[src/rtl/alu_arbiter_pkg.sv]
// Shared definitions for alu_arbiter: ALU function codes and arbiter FSM state encodings.
package alu_arbiter_pkg;

    localparam logic [5:0] ALU_ADD = 6'h00;
    localparam logic [5:0] ALU_SUB = 6'h01;
    localparam logic [5:0] ALU_AND = 6'h02;
    localparam logic [5:0] ALU_OR  = 6'h03;
    localparam logic [5:0] ALU_XOR = 6'h04;
    localparam logic [5:0] ALU_MUL = 6'h05;
    localparam logic [5:0] ALU_DIV = 6'h06;

    typedef enum logic [1:0] {
        ARB_IDLE = 2'b00,
        ARB_EXEC = 2'b01,
        ARB_RESP = 2'b10
    } arb_state_e;

    function automatic logic is_muldiv(input logic [5:0] fn);
        return (fn == ALU_MUL) || (fn == ALU_DIV);
    endfunction

endpackage

[src/rtl/alu_arbiter.sv]
// Two-requester round-robin arbiter in front of a shared combinational ALU.
// Define ALU_ARB_MULDIV_MC_EN to hold MUL/DIV in EXEC for MULDIV_CYCLES cycles.
module alu_arbiter
    import alu_arbiter_pkg::*;
#(
    parameter int unsigned MULDIV_CYCLES = 4
) (
    input  logic        clk,
    input  logic        rst_n,
    input  logic        req0_valid,
    output logic        req0_ready,
    input  logic [31:0] req0_a,
    input  logic [31:0] req0_b,
    input  logic [5:0]  req0_fn,
    output logic        rsp0_valid,
    input  logic        rsp0_ready,
    output logic [31:0] rsp0_y,
    input  logic        req1_valid,
    output logic        req1_ready,
    input  logic [31:0] req1_a,
    input  logic [31:0] req1_b,
    input  logic [5:0]  req1_fn,
    output logic        rsp1_valid,
    input  logic        rsp1_ready,
    output logic [31:0] rsp1_y,
    output logic [31:0] alu_a,
    output logic [31:0] alu_b,
    output logic [5:0]  alu_fn,
    input  logic [31:0] alu_y
);

    if ((MULDIV_CYCLES < 2) || (MULDIV_CYCLES > 15)) begin : g_bad_cfg
        $error("alu_arbiter: MULDIV_CYCLES must be within 2..15");
    end

    arb_state_e  r_state;
    logic        r_last_grant;
    logic        r_grant;
    logic [31:0] r_a;
    logic [31:0] r_b;
    logic [5:0]  r_fn;
    logic [31:0] r_result;

    logic        w_pick;
    logic        w_accept;
    logic        w_rsp_fire;
    logic        w_exec_last;
    logic [31:0] w_a_sel;
    logic [31:0] w_b_sel;
    logic [5:0]  w_fn_sel;

    // Round-robin pick: a lone requester wins, a tie goes to the one not served last.
    always_comb begin
        w_pick = 1'b0;
        if (req0_valid && req1_valid) begin
            w_pick = ~r_last_grant;
        end else if (req1_valid) begin
            w_pick = 1'b1;
        end else begin
            w_pick = 1'b0;
        end
    end

    // Operand mux feeding the latch registers on accept.
    always_comb begin
        w_a_sel  = 32'd0;
        w_b_sel  = 32'd0;
        w_fn_sel = 6'd0;
        if (w_pick) begin
            w_a_sel  = req1_a;
            w_b_sel  = req1_b;
            w_fn_sel = req1_fn;
        end else begin
            w_a_sel  = req0_a;
            w_b_sel  = req0_b;
            w_fn_sel = req0_fn;
        end
    end

    assign w_accept   = (r_state == ARB_IDLE) && (req0_valid || req1_valid);
    assign w_rsp_fire = (r_state == ARB_RESP) && (r_grant ? rsp1_ready : rsp0_ready);

`ifdef ALU_ARB_MULDIV_MC_EN
    logic [3:0] r_cnt;

    // EXEC occupancy down-counter; zero marks the final EXEC cycle.
    always_ff @(posedge clk or negedge rst_n) begin
        if (!rst_n) begin
            r_cnt <= 4'd0;
        end else if (w_accept) begin
            r_cnt <= is_muldiv(w_fn_sel) ? 4'(MULDIV_CYCLES - 1) : 4'd0;
        end else if ((r_state == ARB_EXEC) && (r_cnt != 4'd0)) begin
            r_cnt <= r_cnt - 4'd1;
        end else begin
            r_cnt <= r_cnt;
        end
    end

    assign w_exec_last = (r_cnt == 4'd0);
`else
    assign w_exec_last = 1'b1;
`endif

    // Transaction FSM: grant and latch, execute, then hold the result until consumed.
    always_ff @(posedge clk or negedge rst_n) begin
        if (!rst_n) begin
            r_state      <= ARB_IDLE;
            r_last_grant <= 1'b1;
            r_grant      <= 1'b0;
            r_a          <= 32'd0;
            r_b          <= 32'd0;
            r_fn         <= 6'd0;
            r_result     <= 32'd0;
        end else begin
            case (r_state)
                ARB_IDLE: begin
                    if (w_accept) begin
                        r_grant      <= w_pick;
                        r_last_grant <= w_pick;
                        r_a          <= w_a_sel;
                        r_b          <= w_b_sel;
                        r_fn         <= w_fn_sel;
                        r_state      <= ARB_EXEC;
                    end else begin
                        r_state      <= ARB_IDLE;
                    end
                end
                ARB_EXEC: begin
                    if (w_exec_last) begin
                        r_result <= alu_y;
                        r_state  <= ARB_RESP;
                    end else begin
                        r_state  <= ARB_EXEC;
                    end
                end
                ARB_RESP: begin
                    if (w_rsp_fire) begin
                        r_state <= ARB_IDLE;
                    end else begin
                        r_state <= ARB_RESP;
                    end
                end
                default: begin
                    r_state <= ARB_IDLE;
                end
            endcase
        end
    end

    // Ready is gated by rst_n so every output reads low while reset is held.
    assign req0_ready = rst_n && w_accept && !w_pick && req0_valid;
    assign req1_ready = rst_n && w_accept &&  w_pick && req1_valid;

    assign rsp0_valid = (r_state == ARB_RESP) && !r_grant;
    assign rsp1_valid = (r_state == ARB_RESP) &&  r_grant;
    assign rsp0_y     = rsp0_valid ? r_result : 32'd0;
    assign rsp1_y     = rsp1_valid ? r_result : 32'd0;

    assign alu_a  = r_a;
    assign alu_b  = r_b;
    assign alu_fn = r_fn;

endmodule
[config.mk]
export PLATFORM = sky130hd
export DESIGN_NAME = alu_arbiter
export DESIGN_NICKNAME = d
export VERILOG_FILES = /design/src/rtl/alu_arbiter_pkg.sv /design/src/rtl/alu_arbiter.sv
export SDC_FILE = /design/constraint.sdc
export NUM_CORES = 1
export LEC_CHECK = 0
export CAP_MARGIN = 0
export CORE_MARGIN = 4
export CORE_UTILIZATION = 40
export CTS_CLUSTER_DIAMETER = 80
export DETAILED_ROUTE_END_ITERATION = 6
export PLACE_DENSITY = 0.82
export SETUP_SLACK_MARGIN = 0.05
export SLEW_MARGIN = 20
export SYNTH_ARGS = -nofsm -noshare
export SYNTH_HDL_FRONTEND = slang
export SYNTH_SLANG_ARGS = --single-unit
[constraint.sdc]
create_clock -name clk -period 2.3 [get_ports clk]
set_clock_uncertainty 0.05 [all_clocks]
set_input_delay 0.23 -clock clk [delete_from_list [all_inputs] [get_ports clk]]
set_output_delay 0.23 -clock clk [all_outputs]
set_load 0.01 [all_outputs]
======== Word level (Yosys, flattened, before mapping) ========
Cells that the tools add are included.
Widths: inputs -> output; s select.
word-level totals
  bits of input ports ..................... 178
  flip-flop bits (word level) ............. 106
  word-level logic and storage cells ...... 36
operators by class
  bitwise gates (word level) .............. 1
  equal/unequal tests ..................... 2
  reduce and logical (&&, ||, !) cells .... 15
  mux-type cells .......................... 11
operators with widths
  cell                count
  $mux 32             4
  $logic_and 1x1->1   10
  $mux 6              1
  $pmux 2 s3          1
  $mux 1              4
  $eq 2x1->1 const B  1
  $eq 2x2->1 const B  1
  $logic_not 1->1     2
  $logic_not 2->1     1
  $mux 2              1
  $reduce_and 2->1    1
  $logic_or 1x1->1    1
  $not 1->1           1

======== Logic depth before layout (Yosys ltp) ========
Gate-level depths: netlist (run 1).
  word-level depth ........................ 5
  gate-level depth with buffers ........... 5
  depth with buffers taken out ............ 3

======== Worst setup path before layout (run 1) ========
No wires, ideal clock.
  path kind ............................... register -> register
  start point ............................. reg r_last_grant
  end point ............................... reg r_a[0], in the netlist alu_a[0]
  stages on the path, launching flop included .. 6
  arrival time ............................ 1.498 ns
  slack ................................... 0.626 ns
  setup time .............................. 0.125 ns
  cells stage by stage .................... dfstp_2 > a21bo_1 > buf_6 > buf_6 > mux2_4 > mux2_4
on the way
  cells in the longest elaborated chain, start to end .. 3
ends and longest elaborated chain
  element                 line                text
  start, declared         alu_arbiter.sv:37   logic r_last_grant;
  start signal, assigned  alu_arbiter.sv:119  r_last_grant <= w_pick;
  $not 1->1               alu_arbiter.sv:56   w_pick = ~r_last_grant;
  $mux 1                  alu_arbiter.sv:55   if (req0_valid && req1_valid) begin
  $mux 32                 alu_arbiter.sv:69   if (w_pick) begin
  end signal, assigned    alu_arbiter.sv:120  r_a <= w_a_sel;
  end, declared           alu_arbiter.sv:39   logic [31:0] r_a;
Every way passes these cells.
A chain may end at the register's enable or synchronous reset.

======== Worst setup path after layout (run 1) ========
  start point ............................. reg r_state[0]
  end point ............................... out rsp1_y[23]
on the way
  cells in the longest elaborated chain, start to end .. 3
ends and longest elaborated chain
  element                 line                text
  start, declared         alu_arbiter.sv:36   arb_state_e r_state;
  start signal, assigned  alu_arbiter.sv:107  r_state <= ARB_IDLE;
  start signal, assigned  alu_arbiter.sv:123  r_state <= ARB_EXEC;
  start signal, assigned  alu_arbiter.sv:125  r_state <= ARB_IDLE;
  $eq 2x2->1              alu_arbiter.sv:155  assign rsp1_valid = (r_state == ARB_RESP) && r_grant;
  $logic_and 1x1->1       alu_arbiter.sv:155
  $mux 32                 alu_arbiter.sv:157  assign rsp1_y = rsp1_valid ? r_result : 32'd0;
  end, declared           alu_arbiter.sv:25   output logic [31:0] rsp1_y,
Every way passes these cells.

==> metrics, run 1 <==
global-route wire length before repair 25,100 µm; leading area contributor after synthesis dfrtp_1; CP Class reg -> out; placed cell areas about 9000 µm²; Final setup viols 0; share of cells above drive strength 1 between 30 and 40%; Tightest Pin Transition between 700 and 800 ps; post-synthesis sequential area ratio ~46%; pre-CTS WS 172 ps; total power ~11 mW; maximum vdd drop ~640 µV; n_diodes 0; RSZ-0062 raised after global routing yes; max cap viols 0; initial antenna violation count 0; filler cell count a little under 1,000; power per cell area about 1100 nW/µm²; post-synthesis average cell area approximately 15 µm²; Hold Fails Final Rpt 0; Leak just under 5 nW; Reg-to-Reg End alu_fn[1]$_DFFE_PN0P_; final WL around 17,000 µm; Reg2Reg Depth 5; Detail Placement HPWL approximately 13,000 µm; crit path DAT about 1900 ps; Mapped Nets approximately 560; R2R Setup Slk approximately 400 ps; placed cells 873; Clock Latency Late Sink 340 ps; Remaining Overflow, GRT 0; fin util 68.4%; Starting Density just over 40%; Critical Path End rsp1_y[23]; Die Y around 130 µm; Storage cell area between 2000 and 3000 µm²; CP required 2020 ps; Area contributors post-synth dfrtp_1, mux2_4, mux2_2, and2_1, buf_8; Mapped Cells between 300 and 400; die footprint roughly 17,000 µm²; Core Rows 43; critical path launch point type flip-flop; synth warn 0; Residual DRC 0; Syn-to-layout area delta 65.3%; Setup TNS 0 ps; pin count of the biggest net entering global routing 60; Max Root-Sink Buffers 2; Reg2Reg Launch Point r_last_grant$_DFFE_PN1P_; Sink Count 106; Yosys reg bits 106; root cell of the clock tree clkbuf_16; fin nets about 890; clock-pin slew of the registers on the worst-case setup and hold paths 70 ps; final cell count without fillers between 800 and 900; first-pass iteration count of the detailed router 4; status completed; Hold Slack ~450 ps; GP Congestion 0.840; vias in the first global route ~4,700; crit path max fanout 33; count of cell types in the netlist 22; drt first-iter violations approximately 200; mean routed wirelength per cell between 15 and 20 µm; via count approximately 4,200; Setup crit end kind output pin; Max Fclk 458 MHz; CTS Buf Count 9; cell area after synthesis around 5800 µm²; footprint of the multi-input gates 2980 µm²; gr usage total between 10% and 20%; Worst Setup Slack, final between 100 and 150 ps; Crit. Startpoint r_state[0]$_DFF_PN0_; share of Yosys cell area claimed by the top area cell type 45.2%; final slew viol count 0; number of port buffers approximately 320; CTS tree built; ANT nets after route 0; core area 14,000 µm²; H-tree depth 3; period utilisation layout 94.9%; Worst slew margin a little under 50%; Tmin final around 2200 ps; Hold WC Path Type in -> reg; post-route cell area about 9600 µm²; via/cell ratio approximately 4.7; Top-Level Pins between 300 and 400; Die Width roughly 130 µm
## layer usage
| metal | up-vias | part of all wire, % | routed length, µm | global-route usage (%) |
|---|---|---|---|---|
| met5 | - | 0 | 0 | 0 |
| met4 | 0 | 2.1 | 365 | 6.98 |
| met2 | 190 | 53 | 9020 | 36.3 |
| met3 | 24 | 7.3 | 1250 | 4.73 |
| li1 | 1981 | - | - | - |
| met1 | 2045 | 38 | 6480 | 22.0 |
## worst min-delay path by stage
stage / from / end / slack, ps / depth (start not counted)
after global placement: rst_n / alu_b[18]$_DFFE_PN0P_ / 330 / 2
after CTS: alu_y[8] / r_result[8]$_DFFE_PN0N_ / 440 / 2
after global routing: alu_y[10] / r_result[10]$_DFFE_PN0N_ / 440 / 2
after detailed placement: rst_n / r_state[1]$_DFF_PN0_ / 340 / 2
after floorplan: rst_n / alu_a[0]$_DFFE_PN0P_ / -120 / 0
final: alu_y[9] / r_result[9]$_DFFE_PN0N_ / 450 / 2
## sequential cells by signal (all words and copies together), names as in the netlist
signal / cells
r_last_grant: 1
r_state: 2
r_result: 32
r_grant: 1
alu_a: 32
alu_fn: 6
alu_b: 32
## kinds of logic after synthesis
group           synth area share, %
mux                            42.2
flops                          45.7
simple gates                   7.58
buf+inv                        3.77
compound gates                0.775
## layout make-up
class                   count  share of cell area [%]
well taps                 180                    2.34
clock inverters             5                   0.560
flip-flops and latches    106                    27.6
inverters                   1                  0.0391
repair buffers            339                    35.9
multi-input cells         251                    31.0
clock buffers              11                    2.53
## cells in the mapped netlist (all sizes together)
library cell,instances
o21a,1
nor2b,1
dfstp,1
dfrtp,105
o32ai,1
nor2,4
nand2b,1
inv,1
a21oi,1
buf,19
a21bo,1
and4,1
clkbuf,7
o21bai,1
a31oi,1
and2,64
nand2,1
mux2,173
## power breakdown
| group | internal [mW] | leakage (nW) | switching, mW |
|---|---|---|---|
| sequential | 2.85 | 1.24 | 0.637 |
| combinational | 3.82 | 3.46 | 2.14 |
| clock | 0.871 | 0.149 | 0.670 |
| total | 7.55 | 4.85 | 3.44 |
## placed cells by master (no fill, tap or decap), types with 2 or more instances in the layout
cell             count
mux2_2              39
buf_12               4
clkdlybuf4s50_1    263
dlymetal6s2s_1      31
and2_1              64
clkbuf_16            9
buf_4               18
nor2_4               2
clkinv_2             3
dfrtp_1            105
mux2_4             134
dlygate4sd2_1       20
## critical path, stage by stage (launching register included)
cell	delay, ps
dfrtp_1	410
nand2b_4	180
nor2_4	120
buf_12	170
and2_1	140
clkdlybuf4s50_1	530
## repair_timing
item / in CTS / in global routing
setup buffers: 0 / 2
resized for setup: 23 / 39
gates cloned: 0 / 1
setup endpoints to repair: 64 / 46
hold buffers: 1 / 0
hold endpoints to repair: 46 / 0
No activity file was read; power rests on OpenSTA's default activity.
==> inputs of run 2 (changes only) <==
==> constraint.sdc (replaced) <==
create_clock -name clk -period 2.3 [get_ports clk]
set_clock_uncertainty 0.05 [all_clocks]
set_input_delay 0.69 -clock clk [delete_from_list [all_inputs] [get_ports clk]]
set_output_delay 0.69 -clock clk [all_outputs]
set_load 0.01 [all_outputs]
==> metrics, run 2 (synthesis gave the netlist of run 1 again) <==
fin util 71.0% (was 68.4%); drt first-iter violations 153 (was 196); filler cell count 940 (was 985); crit path DAT 1580 ps (was 1900 ps); Tightest Pin Transition 691 ps (was 760 ps); core area 14,000 µm² (unchanged); via count 4,413 (was 4,240); CP Class reg -> out (unchanged); initial antenna violation count 0 (unchanged); ANT nets after route 0 (unchanged); share of cells above drive strength 1 49.9% (was 30.9%); Seq pwr share 29.8% (was 31.7%); critical path launch point type flip-flop (unchanged); clock share of power 13.5% (was 14.0%); GP Congestion 0.891 (was 0.840); maximum vdd drop 525 µV (was 636 µV); Worst Setup Slack, final -22.1 ps (was 118 ps); via/cell ratio 4.83 (was 4.75); placed cell areas 9220 µm² (was 9190 µm²); Sw Ratio 31.4% (was 31.3%); CP required 1560 ps (was 2020 ps); global-route wire length before repair 26,900 µm (was 25,100 µm); Tmin final 2320 ps (was 2180 ps); status finished, violations left (was completed); switching pwr 3.73 mW (was 3.44 mW); clock-pin slew of the registers on the worst-case setup and hold paths 70 ps (about the same); Hold Fails Final Rpt 0 (unchanged); Starting Density 41.4% (unchanged); final WL 18,400 µm (was 17,100 µm); Setup crit end kind output pin (unchanged); RSZ-0062 raised after global routing yes (unchanged); Detail Placement HPWL 13,600 µm (was 13,500 µm); Top-Level Pins 316 (unchanged); Max Root-Sink Buffers 2 (unchanged); Clock Latency Late Sink 330 ps (was 340 ps); Remaining Overflow, GRT 0 (unchanged); post-route cell area 9970 µm² (was 9600 µm²); Die Width 129 µm (unchanged); n_diodes 0 (unchanged); die footprint 16,500 µm² (unchanged); CTS tree built (unchanged); post-cts hold buffer count 0 (was 1); Max Fclk 431 MHz (was 458 MHz); root cell of the clock tree clkbuf_16 (unchanged); Sink Count 106 (unchanged); Residual DRC 0 (unchanged); Core Rows 43 (unchanged); crit path max fanout 4 (was 33); most frequent cells in the layout clkdlybuf4s50_1, mux2_4, dfrtp_1 (unchanged); failing checks negative setup slack; mean routed wirelength per cell 20.1 µm (was 19.2 µm); gr usage total 21.1% (was 19.6%); Worst slew margin 53.9% (was 49.4%); CTS Buf Count 9 (unchanged); max cap viols 0 (unchanged); fin nets 906 (was 886); first-pass iteration count of the detailed router 4 (unchanged); H-tree depth 3 (unchanged); Final setup viols 4 (was 0); period utilisation layout 101% (was 94.9%); Syn-to-layout area delta 71.5% (was 65.3%); most common cell after layout, fill and taps aside clkdlybuf4s50_1 (unchanged); internal cell power 8.15 mW (was 7.55 mW); Leak 4.60 nW (was 4.85 nW); pin count of the biggest net entering global routing 57 (was 60); final slew viol count 0 (unchanged); number of port buffers 315 (unchanged); Hold WC Path Type in -> async (was in -> reg); vias in the first global route 4,880 (was 4,656); Die Y 129 µm (unchanged); power per cell area 1190 nW/µm² (was 1140 nW/µm²); Comb power frac 56.7% (was 54.2%)
## run 2: final timing paths
kind | from | end | slack [ps] | depth (start not counted)
hold / removal | rst_n | alu_b[29]$_DFFE_PN0P_ | 200 | 2
setup / recovery | r_state[0]$_DFF_PN0_ | rsp1_y[23] | -20 | 7
min in group clk | alu_b[4]$_DFFE_PN0P_ | alu_b[4]$_DFFE_PN0P_ | 460 | 1
setup reg to reg | r_last_grant$_DFFE_PN1P_ | alu_b[3]$_DFFE_PN0P_ | 230 | 6
hold reg to reg | alu_b[4]$_DFFE_PN0P_ | alu_b[4]$_DFFE_PN0P_ | 460 | 1
max in group asynchronous | rst_n | alu_b[17]$_DFFE_PN0P_ | 630 | 3
## run 2: worst max-delay path: stages, from the launching register on
cell and delay (ps):
dfrtp_1 380, nand2b_4 170, nor2_4 120, buf_6 130
buf_12 100, buf_16 100, and2_4 150, buf_6 100
## run 2: cell type report
type / instances / area, µm² / share of cell area (%)
repair buffers: 359 / 3650 / 36.6
flip-flops and latches: 106 / 2650 / 26.6
well taps: 180 / 225 / 2.26
inverters: 1 / 3.75 / 0.0377
clock inverters: 5 / 78.8 / 0.791
clock buffers: 11 / 233 / 2.34
multi-input cells: 251 / 3120 / 31.3
## run 2: layer usage
layer	GRT usage, %	vias up	part of all wire [%]
li1	-	2016	-
met1	22.5	2163	36
met2	40.2	203	54
met3	5.27	31	7.3
met4	7.66	0	2.6
met5	0	-	0
## run 2: timing repair
item	in CTS	in global routing
buffers inserted	12	3
gates cloned	7	0
pin swaps	30	8
setup endpoints to repair	128	67
gates resized for setup	375	51
## run 2: power groups by stage
stage | clock network (mW) | logic (mW) | registers [mW]
floorplan | 0 | 3.07 | 3.64
global placement | 0 | 6.01 | 3.42
detailed placement | 0 | 6.15 | 3.48
CTS | 1.64 | 6.61 | 3.50
global route | 1.72 | 7.09 | 3.66
finish | 1.61 | 6.73 | 3.54
## run 2: metrics by stage
stage | power [mW] | hold slack, ps | cells | TNS, ps | setup slack (ps)
after global placement | 9.44 | 444 | 878 | -23500 | -572
after floorplan | 6.70 | 344 | 384 | 0 | 127
final | 11.9 | 203 | 913 | -33.2 | -22.1
after CTS | 11.8 | 194 | 913 | -658 | -51.9
after global routing | 12.5 | 208 | 913 | -1490 | -88.6
after detailed placement | 9.62 | 443 | 878 | -28740 | -614
==> inputs of run 3 (changes only) <==
CORE_UTILIZATION = 41   (was 40)
CTS_BUF_LIST = sky130_fd_sc_hd__clkbuf_8   (was not set)
PLACE_DENSITY = 0.86   (was 0.82)
==> metrics, run 3 (synthesis gave the netlist of run 1 again) <==
status completed (was finished, violations left); root cell of the clock tree clkbuf_8 (was clkbuf_16); initial antenna violation count 0 (unchanged); clock-pin slew of the registers on the worst-case setup and hold paths 90 ps (was 70 ps); met3 Track Usage GR 5.02% (was 5.27%); CP required 1560 ps (about the same); GP Congestion 0.823 (was 0.891); Sink Count 106 (unchanged); Max Root-Sink Buffers 2 (unchanged); Storage cell area 2660 µm² (was 2650 µm²); share of cells above drive strength 1 47.8% (was 49.9%); global-route wire length before repair 25,200 µm (was 26,900 µm); Core Rows 43 (unchanged); n_diodes 0 (unchanged); final slew viol count 0 (unchanged); mean routed wirelength per cell 19.1 µm (was 20.1 µm); gr usage total 19.8% (was 21.1%); total power 11.2 mW (was 11.9 mW); filler cell count 896 (was 940); most frequent cells in the layout clkdlybuf4s50_1, mux2_4, dfrtp_1 (unchanged); Hold WC Path Type in -> async (unchanged); Hold Fails Final Rpt 0 (unchanged); final WL 17,200 µm (was 18,400 µm); vias in the first global route 4,678 (was 4,880); busiest grt layer met2 (unchanged); post-cts hold buffer count 0 (unchanged); Detail Placement HPWL 12,600 µm (was 13,600 µm); pin count of the biggest net entering global routing 61 (was 57); Leak 4.48 nW (was 4.60 nW); first-pass iteration count of the detailed router 4 (unchanged); CP Class reg -> out (unchanged); die footprint 16,100 µm² (was 16,500 µm²); maximum vdd drop 545 µV (was 525 µV); crit path max fanout 8 (was 4); critical path launch point type flip-flop (unchanged); Final setup viols 0 (was 4); number of port buffers 315 (unchanged); Remaining Overflow, GRT 0 (unchanged); via count 4,333 (was 4,413); Max Fclk 435 MHz (was 431 MHz); footprint of the multi-input gates 3110 µm² (was 3120 µm²); Starting Density 41.9% (was 41.4%); ANT nets after route 0 (unchanged); fin nets 892 (was 906); routing usage on met1 21.6% (was 22.5%); Die Y 127 µm (was 129 µm); fin util 69.8% (was 71.0%); Clock Latency Late Sink 360 ps (was 330 ps); period utilisation layout 99.9% (was 101%); Syn-to-layout area delta 66.8% (was 71.5%); most common cell after layout, fill and taps aside clkdlybuf4s50_1 (unchanged); Tmin final 2300 ps (was 2320 ps); power per cell area 1150 nW/µm² (was 1190 nW/µm²); Worst slew margin 55.5% (was 53.9%); max cap viols 0 (unchanged); Die Width 127 µm (was 129 µm); Tightest Pin Transition 668 ps (was 691 ps); global-route met2 utilization 37.0% (was 40.2%); Setup crit end kind output pin (unchanged); H-tree depth 3 (unchanged); CTS tree built (unchanged); Residual DRC 0 (unchanged); drt first-iter violations 146 (was 153); Top-Level Pins 316 (unchanged); RSZ-0062 raised after global routing yes (unchanged); via/cell ratio 4.82 (was 4.83); Setup TNS 0 ps (was -33.2 ps); core area 13,900 µm² (was 14,000 µm²); CTS Buf Count 9 (unchanged); crit path DAT 1560 ps (was 1580 ps)
[run 3: report_power, final]
part	total [mW]	switching (mW)	internal, mW
registers	3.53	0.683	2.85
logic	6.52	2.30	4.21
clock network	1.14	0.589	0.551
total	11.2	3.57	7.61
[run 3: path summary, 6_finish.rpt]
| kind | startpoint | end | slack (ps) | cells past startpoint |
|---|---|---|---|---|
| max in group asynchronous | rst_n | r_grant$_DFFE_PN0P_ | 1310 | 2 |
| setup reg to reg | r_last_grant$_DFFE_PN1P_ | alu_a[6]$_DFFE_PN0P_ | 180 | 5 |
| hold reg to reg | alu_a[7]$_DFFE_PN0P_ | alu_a[7]$_DFFE_PN0P_ | 460 | 1 |
| hold / removal | rst_n | alu_b[27]$_DFFE_PN0P_ | 420 | 2 |
| setup / recovery | r_state[0]$_DFF_PN0_ | rsp1_y[18] | 3 | 6 |
| min in group clk | alu_a[7]$_DFFE_PN0P_ | alu_a[7]$_DFFE_PN0P_ | 460 | 1 |
[run 3: repair_timing]
action | 4_1_cts | 5_1_grt
resized for setup | 311 | 81
setup endpoints to repair | 128 | 65
gates cloned | 3 | 4
pin swaps | 9 | 8
buffers inserted | 5 | 1
[run 3: cell type report]
class / instances / share of cell area [%]
repair buffers: 345 / 36.1
flip-flops and latches: 106 / 27.4
multi-input cells: 251 / 32.1
clock buffers: 11 / 1.56
inverters: 1 / 0.0387
clock inverters: 5 / 0.478
well taps: 180 / 2.32
[run 3: routing by layer]
metal	routed length (µm)	share of wire, %	vias to the layer above
met5	0	0	-
met4	369	2.1	0
met3	1210	7.0	28
met2	9350	54	215
met1	6280	36	2098
li1	-	-	1992
[run 3: stage by stage]
stage | area [µm²] | setup slack (ps) | hold WS, ps | instances
floorplan | 5810 | 127 | 344 | 384
detailed placement | 9200 | -604 | 445 | 872
finish | 9690 | 3.42 | 416 | 899
global route | 9690 | -63.9 | 465 | 899
CTS | 9320 | -25.0 | 426 | 896
global placement | 9200 | -609 | 442 | 872
[run 3: critical path, stage by stage (launching register included)]
cell      delay [ps]
dfrtp_1          380
nand2b_4         170
nor2_4           120
buf_6            150
buf_16           130
and2_1           130
buf_2            130
